--- config.mk ---
export PLATFORM = sky130hd
export DESIGN_NAME = id_scan_ctrl
export DESIGN_NICKNAME = d
export VERILOG_FILES = /design/src/rtl/id_scan_pkg.sv /design/src/rtl/id_match_core.sv /design/src/rtl/id_scan_ctrl.sv
export SDC_FILE = /design/constraint.sdc
export NUM_CORES = 1
export LEC_CHECK = 0
export BUFFER_PORTS_ARGS = -buffer_cell sky130_fd_sc_hd__buf_4
export CORE_ASPECT_RATIO = 0.8
export CORE_MARGIN = 1.5
export CORE_UTILIZATION = 30
export DETAILED_ROUTE_END_ITERATION = 12
export MAX_ROUTING_LAYER = met4
export SLEW_MARGIN = 10
export SYNTH_ARGS = -nofsm -noshare
export SYNTH_HDL_FRONTEND = slang
export SYNTH_SLANG_ARGS = --single-unit
--- constraint.sdc ---
create_clock -name clk -period 3.3 [get_ports clk]
set_clock_uncertainty 0.15 [all_clocks]
set_input_delay 0 -clock clk [delete_from_list [all_inputs] [get_ports clk]]
set_output_delay 0 -clock clk [all_outputs]
set_load 0.02 [all_outputs]
--- src/rtl/id_scan_pkg.sv ---
// Shared encodings, ASCII bounds and the character classifier used by the
// identifier scan controller and its recognizer core.
package id_scan_pkg;

  // Controller states.
  localparam logic [1:0] CTRL_IDLE  = 2'd0;
  localparam logic [1:0] CTRL_FETCH = 2'd1;
  localparam logic [1:0] CTRL_DRAIN = 2'd2;
  localparam logic [1:0] CTRL_DONE  = 2'd3;

  // Recognizer states: S0 = nothing useful seen, S1 = inside a letter run,
  // S2 = inside a digit run that followed a letter run.
  localparam logic [1:0] REC_S0 = 2'd0;
  localparam logic [1:0] REC_S1 = 2'd1;
  localparam logic [1:0] REC_S2 = 2'd2;

  // ASCII range bounds (inclusive).
  localparam logic [7:0] ASCII_UPPER_LO = 8'd65;   // 'A'
  localparam logic [7:0] ASCII_UPPER_HI = 8'd90;   // 'Z'
  localparam logic [7:0] ASCII_LOWER_LO = 8'd97;   // 'a'
  localparam logic [7:0] ASCII_LOWER_HI = 8'd122;  // 'z'
  localparam logic [7:0] ASCII_DIGIT_LO = 8'd48;   // '0'
  localparam logic [7:0] ASCII_DIGIT_HI = 8'd57;   // '9'

  // Character classes: letter, digit, other.
  typedef enum logic [1:0] {
    CLS_L = 2'd0,
    CLS_D = 2'd1,
    CLS_O = 2'd2
  } char_class_e;

  // Classify one byte into letter / digit / other.
  function automatic char_class_e char_class(input logic [7:0] c);
    char_class_e cls;
    cls = CLS_O;
    if (((c >= ASCII_UPPER_LO) && (c <= ASCII_UPPER_HI)) ||
        ((c >= ASCII_LOWER_LO) && (c <= ASCII_LOWER_HI))) begin
      cls = CLS_L;
    end else if ((c >= ASCII_DIGIT_LO) && (c <= ASCII_DIGIT_HI)) begin
      cls = CLS_D;
    end
    return cls;
  endfunction

endpackage

--- src/rtl/id_match_core.sv ---
// Identifier recognizer: advances one character per asserted step and flags
// a hit on the first digit that directly follows a run of letters.
module id_match_core (
  input  logic       clk,
  input  logic       rst_n,
  input  logic       clr,
  input  logic       step,
  input  logic [7:0] char,
  output logic       hit,
  output logic [1:0] st
);
  import id_scan_pkg::*;

  logic [1:0]  r_st;
  logic [1:0]  w_st_nxt;
  char_class_e w_cls;

  // Next-state function for the current character.
  always_comb begin
    w_cls    = char_class(char);
    w_st_nxt = r_st;
    case (r_st)
      REC_S0: w_st_nxt = (w_cls == CLS_L) ? REC_S1 : REC_S0;
      REC_S1: begin
        if (w_cls == CLS_L)      w_st_nxt = REC_S1;
        else if (w_cls == CLS_D) w_st_nxt = REC_S2;
        else                     w_st_nxt = REC_S0;
      end
      REC_S2: begin
        if (w_cls == CLS_D)      w_st_nxt = REC_S2;
        else if (w_cls == CLS_L) w_st_nxt = REC_S1;
        else                     w_st_nxt = REC_S0;
      end
      default: w_st_nxt = REC_S0;
    endcase
  end

  // State register; clear wins over step so a new scan never inherits state.
  always_ff @(posedge clk or negedge rst_n) begin
    if (!rst_n) begin
      r_st <= REC_S0;
    end else if (clr) begin
      r_st <= REC_S0;
    end else if (step) begin
      r_st <= w_st_nxt;
    end
  end

  assign hit = step && (r_st == REC_S1) && (w_cls == CLS_D);
  assign st  = r_st;

endmodule

--- src/rtl/id_scan_ctrl.sv ---
// Scan controller: streams `length` characters from a synchronous-read
// memory starting at `base_addr`, steps the recognizer once per returned
// character, and reports match count / first match position with a done
// pulse.
//
// Control interface: start and abort are level-sampled commands, not a
// valid/ready pair. start is taken only in IDLE and only when abort is low;
// abort is honoured only while busy (FETCH or DRAIN). Memory side: mem_en
// is a read strobe and mem_rdata is consumed exactly one cycle later with
// no back-pressure.
module id_scan_ctrl #(
  parameter int ADDR_W = 8,
  parameter int LEN_W  = 8,
  parameter int CNT_W  = 8
) (
  input  logic              clk,
  input  logic              rst_n,
  input  logic              start,
  input  logic              abort,
  input  logic [ADDR_W-1:0] base_addr,
  input  logic [LEN_W-1:0]  length,
  output logic              busy,
  output logic              done,
  output logic              mem_en,
  output logic [ADDR_W-1:0] mem_addr,
  input  logic [7:0]        mem_rdata,
  output logic [CNT_W-1:0]  match_cnt,
  output logic              found,
  output logic [LEN_W-1:0]  first_end,
  output logic [1:0]        dbg_state,
  output logic [1:0]        dbg_rec_st
);
  import id_scan_pkg::*;

  logic [1:0]        r_state;
  logic [1:0]        w_state_nxt;
  logic [LEN_W-1:0]  r_left;       // issues still owed after the current one
  logic              r_mem_en;
  logic [ADDR_W-1:0] r_mem_addr;
  logic              r_pend;       // mem_rdata carries a character this cycle
  logic [LEN_W-1:0]  r_cons_idx;   // index of the character being consumed
  logic [CNT_W-1:0]  r_match_cnt;
  logic              r_found;
  logic [LEN_W-1:0]  r_first_end;

  logic w_busy;
  logic w_start_acc;
  logic w_abort_acc;
  logic w_last_issue;
  logic w_hit;
  logic [1:0] w_rec_st;

  assign w_busy       = (r_state == CTRL_FETCH) || (r_state == CTRL_DRAIN);
  assign w_start_acc  = (r_state == CTRL_IDLE) && start && !abort;
  assign w_abort_acc  = w_busy && abort;
  assign w_last_issue = (r_state == CTRL_FETCH) && (r_left == '0);

  id_match_core u_core (
    .clk   (clk),
    .rst_n (rst_n),
    .clr   (w_start_acc),
    .step  (r_pend),
    .char  (mem_rdata),
    .hit   (w_hit),
    .st    (w_rec_st)
  );

  // Controller next-state selection.
  always_comb begin
    w_state_nxt = r_state;
    case (r_state)
      CTRL_IDLE: begin
        if (w_start_acc) begin
          w_state_nxt = (length == '0) ? CTRL_DONE : CTRL_FETCH;
        end
      end
      CTRL_FETCH: begin
        if (abort)             w_state_nxt = CTRL_IDLE;
        else if (w_last_issue) w_state_nxt = CTRL_DRAIN;
      end
      CTRL_DRAIN: w_state_nxt = abort ? CTRL_IDLE : CTRL_DONE;
      CTRL_DONE:  w_state_nxt = CTRL_IDLE;
      default:    w_state_nxt = CTRL_IDLE;
    endcase
  end

  // Controller state register.
  always_ff @(posedge clk or negedge rst_n) begin
    if (!rst_n) begin
      r_state <= CTRL_IDLE;
    end else begin
      r_state <= w_state_nxt;
    end
  end

  // Read issue: first address loaded at start, then one increment per cycle
  // until the last index has been issued or the scan is aborted.
  always_ff @(posedge clk or negedge rst_n) begin
    if (!rst_n) begin
      r_mem_en   <= 1'b0;
      r_mem_addr <= '0;
      r_left     <= '0;
    end else if (w_start_acc) begin
      r_mem_en   <= (length != '0);
      r_mem_addr <= base_addr;
      r_left     <= length - LEN_W'(1);
    end else if (r_state == CTRL_FETCH) begin
      if (abort || w_last_issue) begin
        r_mem_en <= 1'b0;
      end else begin
        r_mem_addr <= r_mem_addr + ADDR_W'(1);
        r_left     <= r_left - LEN_W'(1);
      end
    end else begin
      r_mem_en <= 1'b0;
    end
  end

  // Data-return tracker; an abort drops the character still in flight.
  always_ff @(posedge clk or negedge rst_n) begin
    if (!rst_n) begin
      r_pend <= 1'b0;
    end else begin
      r_pend <= r_mem_en && !w_abort_acc;
    end
  end

  // Result accumulation: cleared at an accepted start, updated per consumed
  // character, held otherwise.
  always_ff @(posedge clk or negedge rst_n) begin
    if (!rst_n) begin
      r_cons_idx  <= '0;
      r_match_cnt <= '0;
      r_found     <= 1'b0;
      r_first_end <= '0;
    end else if (w_start_acc) begin
      r_cons_idx  <= '0;
      r_match_cnt <= '0;
      r_found     <= 1'b0;
      r_first_end <= '0;
    end else if (r_pend) begin
      r_cons_idx <= r_cons_idx + LEN_W'(1);
      if (w_hit) begin
        if (r_match_cnt != {CNT_W{1'b1}}) begin
          r_match_cnt <= r_match_cnt + CNT_W'(1);
        end
        if (!r_found) begin
          r_found     <= 1'b1;
          r_first_end <= r_cons_idx;
        end
      end
    end
  end

  assign busy       = w_busy;
  assign done       = (r_state == CTRL_DONE);
  assign mem_en     = r_mem_en;
  assign mem_addr   = r_mem_addr;
  assign match_cnt  = r_match_cnt;
  assign found      = r_found;
  assign first_end  = r_first_end;
  assign dbg_state  = r_state;
  assign dbg_rec_st = w_rec_st;

endmodule

==> results by group <==
CTS
  – H-tree level count: 2
  – CTS tree: done
  – Post-CTS Resized: 0
  – CTS sink cnt: 47
  – Post-CTS Setup Bufs: 0
  – Clock-pin slew on the worst setup and hold paths: 0.10 ns
  – Total CTS buffers: 5
  – Root Driver: clkbuf_8
  – CTS Buffer Depth: 2
  – Clock network latency to the later pin of the worst-skew pair: 0.30 ns

Drt
  – Vias: 2354
  – Total wire length: 6500 um
  – Initial DRC count: 142
  – DR vias/cell: 5.12
  – Avg WL per Cell: 14.1 um
  – DRC: 0
  – TritonRoute pass-1 iters: 4
  – ANT nets after route: 0

Synth
  – Leading post-synthesis cells by cell area: dfrtp_1 45%, mux2i_1 6.5%, nor2_1 4.7%
  – Post-synth ARST share: 100%
  – Synth Area per Inst: 9.74 um^2
  – Simple-gate share of the synthesized area: a little over a fifth
  – Synth Area in Compound Gates: between 15 and 20%
  – Post-Syn Area: 2630 um^2
  – Synth top area share: 44.7%
  – YS warnings: 0
  – Register area share after synthesis: between 40% and 50%
  – Net Count, Synth: just over 300
  – Post-synthesis mux area share: 6.47%
  – Post-synth EDFFs: 0
  – Flop and latch count out of synthesis: 47
  – Leading area contributor after synthesis: dfrtp_1
  – Top_reg_cell synth: dfrtp_1
  – Synth Area in Adders: 3.81%
  – Distinct cell type count after synthesis: 43
  – Mapped Cells: 270
  – Largest family of logic cells by synthesized area: simple AND/OR/NAND/NOR gates
  – Synth Area in XOR/XNOR: 5.66%

Floorplanning
  – DIE WIDTH: 108 um
  – Core Area: 8480 um^2
  – I/O Pins: 60
  – Die area: 9340 um^2
  – Die Y: 86.7 um
  – Initial Util: a little under a third
  – # rows: 30

Critical path
  – CP Class: flip-flop to flip-flop
  – CP startpoint kind: flip-flop
  – Crit Path Max Fanout: 8
  – Setup crit end kind: flip-flop
  – Critical path arrival: 2.66 ns
  – Worst reg2reg path depth: 5
  – Critical path required time: 3.35 ns

Power and ir drop
  – Leak Pwr: 1.55 nW
  – Power per cell area: 598 nW/um^2
  – IR Drop Worst-Case VDD: 0.000255 V

Final layout
  – Synth-to-Final Area Change: 32.6%
  – NumNets Final: about 380
  – Share of cells above drive strength 1: about 22%
  – FILL cells: 819
  – Antenna Diode Count: 0

STA
  – Worst Hold Slack: approximately 0.028 ns
  – Final setup fails: 0
  – Max_slew headroom: a little under two fifths
  – Unrepaired setup endpoints after global routing: no
  – Final Hold Viols: 0
  – Period minus WS final: 2.61 ns
  – Slew Viols, Final: 0
  – Worst slew pin tran: 0.933 ns
  – Fmax achieved: approximately 0.38 GHz
  – Final TNS setup: 0 ns
  – Tcrit/Tclk final: just under 80%

Placement
  – HPWL after detailed placement: 4450 um
  – RD Place Congestion: 0.869
  – Buffers on Ports: 59

Global route
  – Pin count of the biggest net entering global routing: between 40 and 50
  – Antenna violations before repair: 0
  – Number of global-route vias before repair: 2264
  – Wire length of the first global-routing pass: 10700 um
  – Overall global routing resource usage: 14.7%
  – Remaining Overflow, GRT: 0

Outcome
  – Status: finished, final reports clean

Hold path
  – Hold Path Class: input port to flip-flop
  – Hold Crit Depth: 5

Flow run
  – Max Cap Violations: 0
state kept, by name (all words and copies together), names as in the netlist:
register / cells
mem_addr: 8
mem_en: 1
r_cons_idx: 8
dbg_state: 2
match_cnt: 8
first_end: 8
r_pend: 1
u_core.st: 2
found: 1
r_left: 8
through the flow:
step | setup WS [ns] | std cells | util (%) | total power (W) | cell area [um^2]
after floorplan | 0.422 | 270 | - | 0.00139 | 2630
after global placement | 0.847 | 431 | 37.6 | 0.00168 | 3190
after detailed placement | 0.732 | 431 | 37.6 | 0.00170 | 3190
after CTS | 0.667 | 460 | 41.1 | 0.00210 | 3490
after global routing | 0.463 | 460 | 41.1 | 0.00224 | 3490
final | 0.686 | 460 | 41.1 | 0.00209 | 3490
cell type report:
| cell class | count | area, um^2 | area share, % |
|---|---|---|---|
| Inverter | 5 | 18.8 | 0.538 |
| Multi-Input combinational cell | 205 | 1390 | 39.7 |
| Tap cell | 112 | 140 | 4.02 |
| Sequential cell | 47 | 1180 | 33.7 |
| Clock inverter | 3 | 23.8 | 0.681 |
| Timing Repair Buffer | 83 | 676 | 19.4 |
| Clock buffer | 5 | 68.8 | 1.97 |
logic make-up (layout without fill, tap and decap cells):
family / count (synthesis) / count (layout)
AOI/OAI and AO/OA: 58 / 58
xor gates and xnor gates: 17 / 17
adders and majority gates: 8 / 8
buffers and inverters: 18 / 96
DFF: 47 / 47
muxes: 17 / 17
and+or+nand+nor: 105 / 105
power breakdown:
group	leakage, nW	total (W)	internal (W)	switching [W]
Sequential	0.615	0.000902	0.000713	0.000189
Clock	0.0408	0.000368	0.000152	0.000216
Combinational	0.897	0.000815	0.000367	0.000448
Total	1.55	0.00209	0.00123	0.000853
Yosys cell counts, types with 2 or more instances:
library cell  count
o311ai_0          4
a21oi_1          12
inv_1             5
o211ai_1          6
ha_1              8
xnor2_1           7
clkbuf_1          9
buf_2             3
nand2_1          14
o21ai_0          13
or4_1             9
nand2b_1          2
or3_1             6
mux2i_1          17
xor2_1           10
o41ai_1           3
nand3b_1          4
nor3_1            6
nor2_1           33
nor4_1            5
and3_1            3
o31ai_1           5
o21a_1            2
a31oi_1           4
dfrtp_1          47
nand3_1          12
nand4_1           5
layer usage:
| layer | share of wire (%) | track usage (%) | wire length, um | up-vias |
|---|---|---|---|---|
| li1 | - | - | - | 1154 |
| met1 | 49 | 19.8 | 3170 | 1136 |
| met2 | 46 | 22.9 | 3000 | 57 |
| met3 | 3.9 | 2.48 | 254 | 7 |
| met4 | 1.1 | 4.43 | 69 | 0 |
| met5 | 0 | - | 0 | - |
layout by cell type, fill, tap and decap left out, types with 3 or more instances in the layout:
| cell | synthesis | final |
|---|---|---|
| xnor2_1 | 7 | 7 |
| o21ai_0 | 13 | 13 |
| o211ai_1 | 6 | 6 |
| ha_1 | 8 | 8 |
| o31ai_1 | 5 | 5 |
| o41ai_1 | 3 | 3 |
| nand4_1 | 5 | 5 |
| and3_1 | 3 | 3 |
| nand2_1 | 14 | 14 |
| nand3_1 | 12 | 12 |
| dfrtp_1 | 47 | 47 |
| a21oi_1 | 12 | 12 |
| o311ai_0 | 4 | 4 |
| inv_1 | 5 | 5 |
| xor2_1 | 10 | 10 |
| clkbuf_8 | 0 | 5 |
| nor4_1 | 5 | 5 |
| or3_1 | 6 | 6 |
| nand3b_1 | 4 | 4 |
| or4_1 | 9 | 9 |
| nor3_1 | 6 | 6 |
| buf_4 | 0 | 62 |
| dlygate4sd3_1 | 0 | 21 |
| nor2_1 | 33 | 32 |
| a31oi_1 | 4 | 4 |
| mux2i_1 | 17 | 17 |
worst paths after layout:
check / startpoint / to / slack (ns)
min: mem_rdata[5] / found / 0.03
max in group asynchronous: rst_n / match_cnt[4] / 2.47
max reg2reg: r_left[2] / dbg_state[0] / 0.69
min reg2reg: found / found / 0.38
max: r_left[2] / dbg_state[0] / 0.69
min in group asynchronous: rst_n / r_left[1] / 0.11
repair_timing:
| item | 4_1_cts | 5_1_grt |
|---|---|---|
| endpoints found under the hold margin | 67 | 0 |
| setup endpoints to repair | 0 | 0 |
| hold buffers | 21 | 0 |
worst max-delay path, stage by stage, from the launching register on:
cell and delay, ns:
dfrtp_1 0.44, or4_1 0.72, o21a_1 0.36, o21ai_0 0.19
o31ai_1 0.09, dlygate4sd3_1 0.56
Power figures use the tool's default switching activity.
